<file path="src/rtl/serial_ram_ctrl_if.sv">
// rtl/serial_ram_ctrl_if.sv - serial frame bus between host and serial_ram_ctrl
interface serial_ram_ctrl_if;
    logic ss_n;
    logic mosi;
    logic miso;
    logic miso_valid;
    logic frame_err;

    modport master (
        output ss_n,
        output mosi,
        input  miso,
        input  miso_valid,
        input  frame_err
    );

    modport slave (
        input  ss_n,
        input  mosi,
        output miso,
        output miso_valid,
        output frame_err
    );
endinterface

</file>
<file path="src/rtl/serial_ram_ctrl.sv">
// rtl/serial_ram_ctrl.sv - bit-serial command decoder in front of a small RAM
module serial_ram_ctrl #(
    parameter int ADDR_WIDTH = 8,
    parameter int DATA_WIDTH = 8,
    parameter int MEM_DEPTH  = 256
) (
    input  logic              clk,
    input  logic              rst,
    serial_ram_ctrl_if.slave  bus
);
    // One shift register serves both payload capture and read-out.
    localparam int SW = (ADDR_WIDTH > DATA_WIDTH) ? ADDR_WIDTH : DATA_WIDTH;
    localparam int CW = $clog2(SW + 1);

    localparam logic [2:0] IDLE    = 3'd0;
    localparam logic [2:0] CMD     = 3'd1;
    localparam logic [2:0] PAYLOAD = 3'd2;
    localparam logic [2:0] READ    = 3'd3;
    localparam logic [2:0] SEND    = 3'd4;
    localparam logic [2:0] DONE    = 3'd5;

    localparam logic [ADDR_WIDTH-1:0] LAST_ADDR = ADDR_WIDTH'(MEM_DEPTH - 1);
    localparam logic [31:0]           DEPTH32   = 32'(MEM_DEPTH);

    logic [DATA_WIDTH-1:0] mem [MEM_DEPTH];

    logic [2:0]            state_q, state_d;
    logic [1:0]            cmd_q, cmd_d;
    logic [CW-1:0]         cnt_q, cnt_d;
    logic [SW-1:0]         shift_q, shift_d;
    logic [ADDR_WIDTH-1:0] wr_addr_q, wr_addr_d;
    logic [ADDR_WIDTH-1:0] rd_addr_q, rd_addr_d;
    logic                  miso_q, miso_d;
    logic                  miso_valid_q, miso_valid_d;
    logic                  frame_err_q, frame_err_d;

    logic                  mem_we;
    logic [SW-1:0]         shift_in;
    logic [CW-1:0]         need;

    // Addresses arriving on the wire may exceed the RAM; fold them back in.
    function automatic logic [ADDR_WIDTH-1:0] reduce_addr(input logic [ADDR_WIDTH-1:0] a);
        logic [31:0] w;
        w = 32'(a) % DEPTH32;
        return w[ADDR_WIDTH-1:0];
    endfunction

    // Post-access address step, wrapping at the last implemented word.
    function automatic logic [ADDR_WIDTH-1:0] next_addr(input logic [ADDR_WIDTH-1:0] a);
        return (a == LAST_ADDR) ? '0 : a + ADDR_WIDTH'(1);
    endfunction

    assign bus.miso       = miso_q;
    assign bus.miso_valid = miso_valid_q;
    assign bus.frame_err  = frame_err_q;

    // Frame decoder; ss_n high in the middle of a frame aborts it.
    always_comb begin
        state_d      = state_q;
        cmd_d        = cmd_q;
        cnt_d        = cnt_q;
        shift_d      = shift_q;
        wr_addr_d    = wr_addr_q;
        rd_addr_d    = rd_addr_q;
        miso_d       = 1'b0;
        miso_valid_d = 1'b0;
        frame_err_d  = 1'b0;
        mem_we       = 1'b0;
        shift_in     = {shift_q[SW-2:0], bus.mosi};
        need         = (cmd_q == 2'b01) ? CW'(DATA_WIDTH) : CW'(ADDR_WIDTH);

        if (bus.ss_n && (state_q == CMD || state_q == PAYLOAD ||
                         state_q == READ || state_q == SEND)) begin
            state_d     = IDLE;
            cnt_d       = '0;
            frame_err_d = 1'b1;
        end else begin
            case (state_q)
                IDLE: begin
                    if (!bus.ss_n) begin
                        cmd_d   = {bus.mosi, 1'b0};
                        cnt_d   = '0;
                        state_d = CMD;
                    end
                end
                CMD: begin
                    cmd_d   = {cmd_q[1], bus.mosi};
                    cnt_d   = '0;
                    state_d = (cmd_q[1] && bus.mosi) ? READ : PAYLOAD;
                end
                PAYLOAD: begin
                    shift_d = shift_in;
                    cnt_d   = cnt_q + CW'(1);
                    if (cnt_q == need - CW'(1)) begin
                        case (cmd_q)
                            2'b00:   wr_addr_d = reduce_addr(shift_in[ADDR_WIDTH-1:0]);
                            2'b10:   rd_addr_d = reduce_addr(shift_in[ADDR_WIDTH-1:0]);
                            2'b01: begin
                                mem_we    = 1'b1;
                                wr_addr_d = next_addr(wr_addr_q);
                            end
                            default: ;
                        endcase
                        state_d = DONE;
                    end
                end
                READ: begin
                    shift_d = SW'(mem[rd_addr_q]);
                    cnt_d   = '0;
                    state_d = SEND;
                end
                SEND: begin
                    if (cnt_q < CW'(DATA_WIDTH)) begin
                        miso_d       = shift_q[DATA_WIDTH-1];
                        miso_valid_d = 1'b1;
                        shift_d      = {shift_q[SW-2:0], 1'b0};
                        cnt_d        = cnt_q + CW'(1);
                    end else begin
                        rd_addr_d = next_addr(rd_addr_q);
                        cnt_d     = '0;
                        state_d   = DONE;
                    end
                end
                DONE: begin
                    if (bus.ss_n) begin
                        state_d = IDLE;
                    end
                end
                default: state_d = IDLE;
            endcase
        end
    end

    // Control and output registers; reset leaves the RAM untouched.
    always_ff @(posedge clk or negedge rst) begin
        if (!rst) begin
            state_q      <= IDLE;
            cmd_q        <= '0;
            cnt_q        <= '0;
            shift_q      <= '0;
            wr_addr_q    <= '0;
            rd_addr_q    <= '0;
            miso_q       <= 1'b0;
            miso_valid_q <= 1'b0;
            frame_err_q  <= 1'b0;
        end else begin
            state_q      <= state_d;
            cmd_q        <= cmd_d;
            cnt_q        <= cnt_d;
            shift_q      <= shift_d;
            wr_addr_q    <= wr_addr_d;
            rd_addr_q    <= rd_addr_d;
            miso_q       <= miso_d;
            miso_valid_q <= miso_valid_d;
            frame_err_q  <= frame_err_d;
        end
    end

    // RAM write port, fed straight from the bit that completes the word.
    always_ff @(posedge clk) begin
        if (mem_we) begin
            mem[wr_addr_q] <= shift_in[DATA_WIDTH-1:0];
        end
    end
endmodule

</file>
<file path="src/flat_wrapper.sv">
// flat-port wrapper written by rule: the top's interface ports become plain ports
module serial_ram_ctrl_flat 
#(
    parameter int ADDR_WIDTH = 8,
    parameter int DATA_WIDTH = 8,
    parameter int MEM_DEPTH  = 256
)
  (clk, rst, bus_ss_n, bus_mosi, bus_miso, bus_miso_valid, bus_frame_err);
  serial_ram_ctrl_if bus_i ();
  input  logic clk;
  input  logic rst;
  input wire logic [$bits(bus_i.ss_n)-1:0] bus_ss_n;
  input wire logic [$bits(bus_i.mosi)-1:0] bus_mosi;
  output wire logic [$bits(bus_i.miso)-1:0] bus_miso;
  output wire logic [$bits(bus_i.miso_valid)-1:0] bus_miso_valid;
  output wire logic [$bits(bus_i.frame_err)-1:0] bus_frame_err;
  assign bus_i.ss_n = bus_ss_n;
  assign bus_i.mosi = bus_mosi;
  assign bus_miso = bus_i.miso;
  assign bus_miso_valid = bus_i.miso_valid;
  assign bus_frame_err = bus_i.frame_err;
  serial_ram_ctrl #(.ADDR_WIDTH(ADDR_WIDTH), .DATA_WIDTH(DATA_WIDTH), .MEM_DEPTH(MEM_DEPTH)) u_core (.clk(clk), .rst(rst), .bus(bus_i));
endmodule
</file>
<file path="config.mk">
export PLATFORM = sky130hd
export DESIGN_NAME = serial_ram_ctrl_flat
export DESIGN_NICKNAME = d
export VERILOG_FILES = /design/src/rtl/serial_ram_ctrl_if.sv /design/src/rtl/serial_ram_ctrl.sv /design/src/flat_wrapper.sv
export SDC_FILE = /design/constraint.sdc
export NUM_CORES = 2
export LEC_CHECK = 0
export CORE_MARGIN = 3
export CORE_UTILIZATION = 57
export DETAILED_ROUTE_END_ITERATION = 16
export PLACE_DENSITY = 0.76
export SETUP_SLACK_MARGIN = 0.05
export SLEW_MARGIN = 20
export SYNTH_ARGS = -nofsm -noshare
export SYNTH_HDL_FRONTEND = slang
export SYNTH_SLANG_ARGS = --single-unit
</file>
<file path="constraint.sdc">
create_clock -name clk -period 4.02 [get_ports clk]
set_clock_uncertainty 0.15 [all_clocks]
set_input_delay 1.206 -clock clk [delete_from_list [all_inputs] [get_ports clk]]
set_output_delay 1.206 -clock clk [all_outputs]
set_load 0.05 [all_outputs]
</file>
* Yosys cells after proc, flatten, opt, wreduce, memory -nomap -nowiden
Memory sizes are Yosys's and may differ from the RTL's.
Cells that the tools add are included.
** Word-level totals
- Memories kept :: 1
- Bits in registers :: 36
- Memory bits (writable) :: 2048
- Input port bits :: 4
** Cells by class
- Muxes and demuxes :: 35
- Add/subtract/negate cells :: 3
- Magnitude comparators :: 1
- Equal/unequal tests :: 19
- Bitwise logic cells :: 3
- Reductions and logical operators :: 20
** Memories
- u_core.mem :: depth 256, bits a word 8, rd ports 1, clocked after Yosys merged registers in 0, write ports 1, line serial_ram_ctrl.sv:25 : logic [DATA_WIDTH-1:0] mem [MEM_DEPTH];
** Operator list (count)
- two-way mux 8 bit :: 6
- one-hot mux 8 bit (2 select lines) :: 2
- one-hot mux 8 bit (3 select lines) :: 1
- one-hot mux 3 bit (6 select lines) :: 1
- adder 8 x 1 -> 8 bit, second input constant :: 2
- == test 8 bit, second input constant :: 2
- one-hot mux 4 bit (4 select lines) :: 1
- two-way mux 3 bit :: 5
- two-way mux 1 bit :: 14
- two-way mux 4 bit :: 3
- AND reduction 4 bit :: 3
- inequality test 2 bit, second input constant :: 5
- == test 3 x 2 -> 1 bit, second input constant :: 2
- == test 3 bit, second input constant :: 2
- inequality test 3 x 2 -> 1 bit, second input constant :: 2
- inequality test 3 bit, second input constant :: 2
- AND reduction 3 bit :: 2
- nonzero test 2 bit :: 3
- AND reduction 5 bit :: 1
- nonzero test 5 bit :: 1
- adder 4 x 1 -> 4 bit, second input constant :: 1
- == test 4 x 3 -> 1 bit, second input constant :: 1
- < comparator 4 bit, second input constant :: 1
- one-hot mux 2 bit (2 select lines) :: 1
- other kinds (12) :: 17

* Logic depth before layout (Yosys ltp)
- Depth after elaboration :: 8
- Mapped depth :: 12
- Mapped depth without buffers :: 8

* Least setup slack after synthesis
Ideal clock, no wire load.
- Path kind :: reg-to-reg
- From :: register, netlist name u_core.shift_q[0]
- To :: register u_core.shift_q[0]
- Arrival :: 4.002 ns
- Cell stages (with the launch flop) :: 5
- Path slack :: -0.196 ns
- Setup time :: 0.064 ns
- Buffers on the path :: 0
- Data required time :: 3.806 ns
- Period minus slack after synthesis :: 4.216 ns
- Path through :: dfrtp_1 > nor2b_1 > a21oi_1 > nor4_1 > a21o_1
** RTL lines
- end signal: assignment :: line serial_ram_ctrl.sv:150 : shift_q <= shift_d;
- end: declaration :: line serial_ram_ctrl.sv:30 : logic [SW-1:0] shift_q, shift_d;

* Worst setup path in the final report
- From :: register u_core.rd_addr_q[2]
- To :: register u_core.shift_q[3]
** Between the ends
- Word-level cells in the longest chain between the ends :: 2
** RTL lines
- start: declaration :: line serial_ram_ctrl.sv:32 : logic [ADDR_WIDTH-1:0] rd_addr_q, rd_addr_d;
- start signal: assignment :: line serial_ram_ctrl.sv:152 : rd_addr_q <= rd_addr_d;
- memory (256 x 8 bit)
- one-hot mux 8 bit (3 select lines) :: line serial_ram_ctrl.sv:78 : case (state_q)
No other way between the ends.
A chain may end at the register's enable or synchronous reset.

==> results.py <==
metrics = {
    "floorplan": {
        "initial_core_util": 0.5743,
        "die_w_um": 386.7,
        "num_rows": 139,
        "io_pins": 7,
        "die_y_um": 386.7,
        "die_area_mm2": 0.1495,
        "core_area_mm2": 0.1438,
    },
    "timing": {
        "maxSlewHeadroom": 0.2372,
        "fin_crit_ns": 3.778,
        "finalWorstSetupSlack_ns": 0.2424,
        "fin_tns_setup_ns": 0,
        "hold_ws_ns": 0.3723,
        "fmax_mhz": 264.7,
        "setup_violations": 0,
        "slew_violations": 0,
        "worstMarginPinSlew_ns": 1.144,
        "layout_worst_path_cycle_share": 0.9397,
        "rsz0062_at_grt": "no",
        "report.final.hold_viol_count": 0,
    },
    "clock_network": {
        "cts_buffer_depth": 3,
        "cts.sinks": 2084,
        "cts_tree": "yes",
        "cts.clk_slew.worst_paths_ns": 0.07,
        "htree_levels": 4,
        "post_cts_buffers": 0,
        "numCtsBuffers": 199,
        "cts-root-buf": "clkbuf_16",
        "cts_resized": 0,
        "cts_hold_buf": 0,
        "worstSkewPairLatency_ns": 0.84,
    },
    "synth": {
        "synthCells": 4195,
        "netlist_top_cells_area": "edfxtp_1 (74%), mux4_2 (9.4%), mux2i_1 (4.1%)",
        "ys_seq_elements": 2084,
        "syn_area_mm2": 0.08261,
        "syn_avg_cell_area_um2": 19.69,
        "seq_area_frac_synth": 0.7554,
        "ys.warnings.count": 0,
        "yosys.area.top_type": "edfxtp_1",
        "synth_top_area_frac": 0.7445,
        "synth_edf_count": 2048,
        "synth_nets": 4206,
        "async_flop_share": 0.01727,
        "synth.distinct_cells": 72,
        "synth_flop_cell": "edfxtp_1",
    },
    "hold_path": {
        "hold_path.class": "input port to async pin",
    },
    "place": {
        "dpl.cell_count": 6356,
        "place_ws_ns": 0.02630,
        "place_area_mm2": 0.08783,
        "gp_routability_congestion": 0.9216,
        "post-dp-hpwl_mm": 131.6,
        "port_buffers": 6,
    },
    "setup_path": {
        "critPathKind": "flop to flop",
        "crit_fanout": 26,
        "startpoint_type": "flop",
        "required_ns": 4.65,
        "end_kind": "flop",
        "arrival_ns": 4.40,
    },
    "detailed_routing": {
        "wl_mm": 215.9,
        "via_count": 45290,
        "ant_nets": 0,
        "drtPass1Iterations": 8,
        "wire_per_inst_um": 32.13,
        "routed_via_density": 6.741,
        "drc_errors": 0,
        "dr.first_iter.drc_count": 6997,
    },
    "grt": {
        "grt-ovfl-total": 0,
        "grt_pass1_wl_mm": 312.1,
        "grt_util_all_layers": 0.2887,
        "grt_pass1_vias": 44180,
        "grt_max_degree": 121,
        "antenna_found_initial": 6,
    },
    "job": {
        "drv_cap": 0,
    },
    "final_layout": {
        "fin_area_mm2": 0.09409,
        "nets": 4666,
        "layout-drive-gt1-share": 0.2470,
        "final_util": 0.6542,
        "finalNonFillerCells": 6718,
        "area_growth_pct": 13.90,
    },
    "outcome": {
        "status": "complete, no violations",
    },
    "pwr": {
        "leakage_nw": 29.37,
        "total_power_mw": 48.28,
        "ir_worst_vdd_mv": 0.7114,
        "pwr_density_cell_mw_per_mm2": 513.1,
    },
}
-- logic make-up (layout without fill, tap and decap cells) --
family | count (synthesis) | count (layout) | synth area share
AOI/OAI and AO/OA | 530 | 530 | 0.04536
other | 0 | 6 | 0
DFF | 2084 | 2084 | 0.7554
muxes | 711 | 711 | 0.1439
and+or+nand+nor | 584 | 584 | 0.03117
adders and majority gates | 7 | 7 | 0.001060
buffers and inverters | 279 | 893 | 0.02316
-- worst paths after layout --
path	slack [ns]	to	cells past startpoint	from
max	0.24	u_core.shift_q[3]	8	u_core.rd_addr_q[2]
min	0.37	u_core.bus.miso	1	rst
max reg2reg	0.24	u_core.shift_q[3]	8	u_core.rd_addr_q[2]
min reg2reg	0.37	u_core.cnt_q[1]	2	u_core.cnt_q[1]
max in group asynchronous	2.58	u_core.rd_addr_q[1]	1	rst
min in group clk	0.37	u_core.cnt_q[1]	2	u_core.cnt_q[1]
-- placed cells by master (no fill, tap or decap), drive strengths merged, types with 9 or more instances in the layout --
| cell | count |
|---|---|
| a211oi | 28 |
| nor3 | 43 |
| mux4 | 372 |
| o22ai | 51 |
| and2 | 14 |
| a22o | 14 |
| nand3 | 27 |
| bufinv | 14 |
| nor2b | 20 |
| clkbuf | 248 |
| buf | 520 |
| inv | 21 |
| dfrtp | 36 |
| nand2b | 11 |
| o21a | 9 |
| o221ai | 128 |
| nor2 | 321 |
| mux2i | 336 |
| a22oi | 47 |
| edfxtp | 2048 |
| a21oi | 110 |
| clkinv | 81 |
| nor4 | 15 |
| nand2 | 101 |
| o21ai | 69 |
| a31oi | 13 |
| a21o | 10 |
-- worst max-delay path, stage by stage (launching register included) --
cell	delay [ns]
dfrtp_2	0.72
nand2b_4	0.41
o221ai_1	0.51
o22ai_1	0.21
a2111oi_0	0.75
buf_4	0.24
a21oi_1	0.15
a21oi_1	0.35
a31o_1	0.19
-- layer usage --
layer,GRT usage,vias up,share of wire
met5,0,-,0.00063
met2,0.4378,3429,0.46
met1,0.3965,22990,0.36
met3,0.07467,614,0.13
met4,0.1397,12,0.054
li1,-,18250,-
-- Yosys cell counts (7+ instances only) --
cell	instances
nand2b_1	11
buf_4	21
nor4_1	12
buf_8	13
o21ai_0	63
o22ai_1	50
nand3_1	27
dfrtp_1	36
nor3_1	42
buf_6	40
edfxtp_1	2048
a211oi_1	28
clkbuf_1	110
buf_12	16
nor2_1	321
a21oi_1	110
a22o_1	14
o21a_1	9
buf_2	44
o221ai_1	122
mux4_2	343
mux4_1	29
nand2_1	100
a21o_1	10
nor2b_1	20
and2_1	13
ha_1	7
buf_1	16
a22oi_1	47
mux2i_1	336
a31oi_1	13
inv_1	11
-- area by class of cell --
type / instances / area, um^2
Clock buffer: 247 / 5201
Inverter: 13 / 56.30
Antenna cell: 6 / 15.01
Timing Repair Buffer: 525 / 4626
Tap cell: 1903 / 2381
Multi-Input combinational cell: 1832 / 18360
Fill cell: 8983 / 49740
Clock inverter: 108 / 1018
Sequential cell: 2084 / 62440
-- registers in the layout, indices dropped and copies added, names as in the netlist --
| name | count |
|---|---|
| u_core.mem | 2048 |
| u_core.rd_addr_q | 8 |
| u_core.shift_q | 8 |
| u_core.wr_addr_q | 8 |
| u_core.cnt_q | 4 |
| u_core.state_q | 3 |
| u_core.cmd_q | 2 |
| u_core.bus.frame_err | 1 |
| u_core.bus.miso | 1 |
| u_core.bus.miso_valid | 1 |
-- power by group --
part | internal (mW) | switching (mW) | total (mW) | leakage (nW)
Clock | 10.1 | 7.93 | 18.0 | 3.04
Combinational | 0.588 | 2.63 | 3.22 | 7.63
Sequential | 26.3 | 0.770 | 27.1 | 18.7
Total | 37.0 | 11.3 | 48.3 | 29.4
Power figures use the tool's default switching activity.
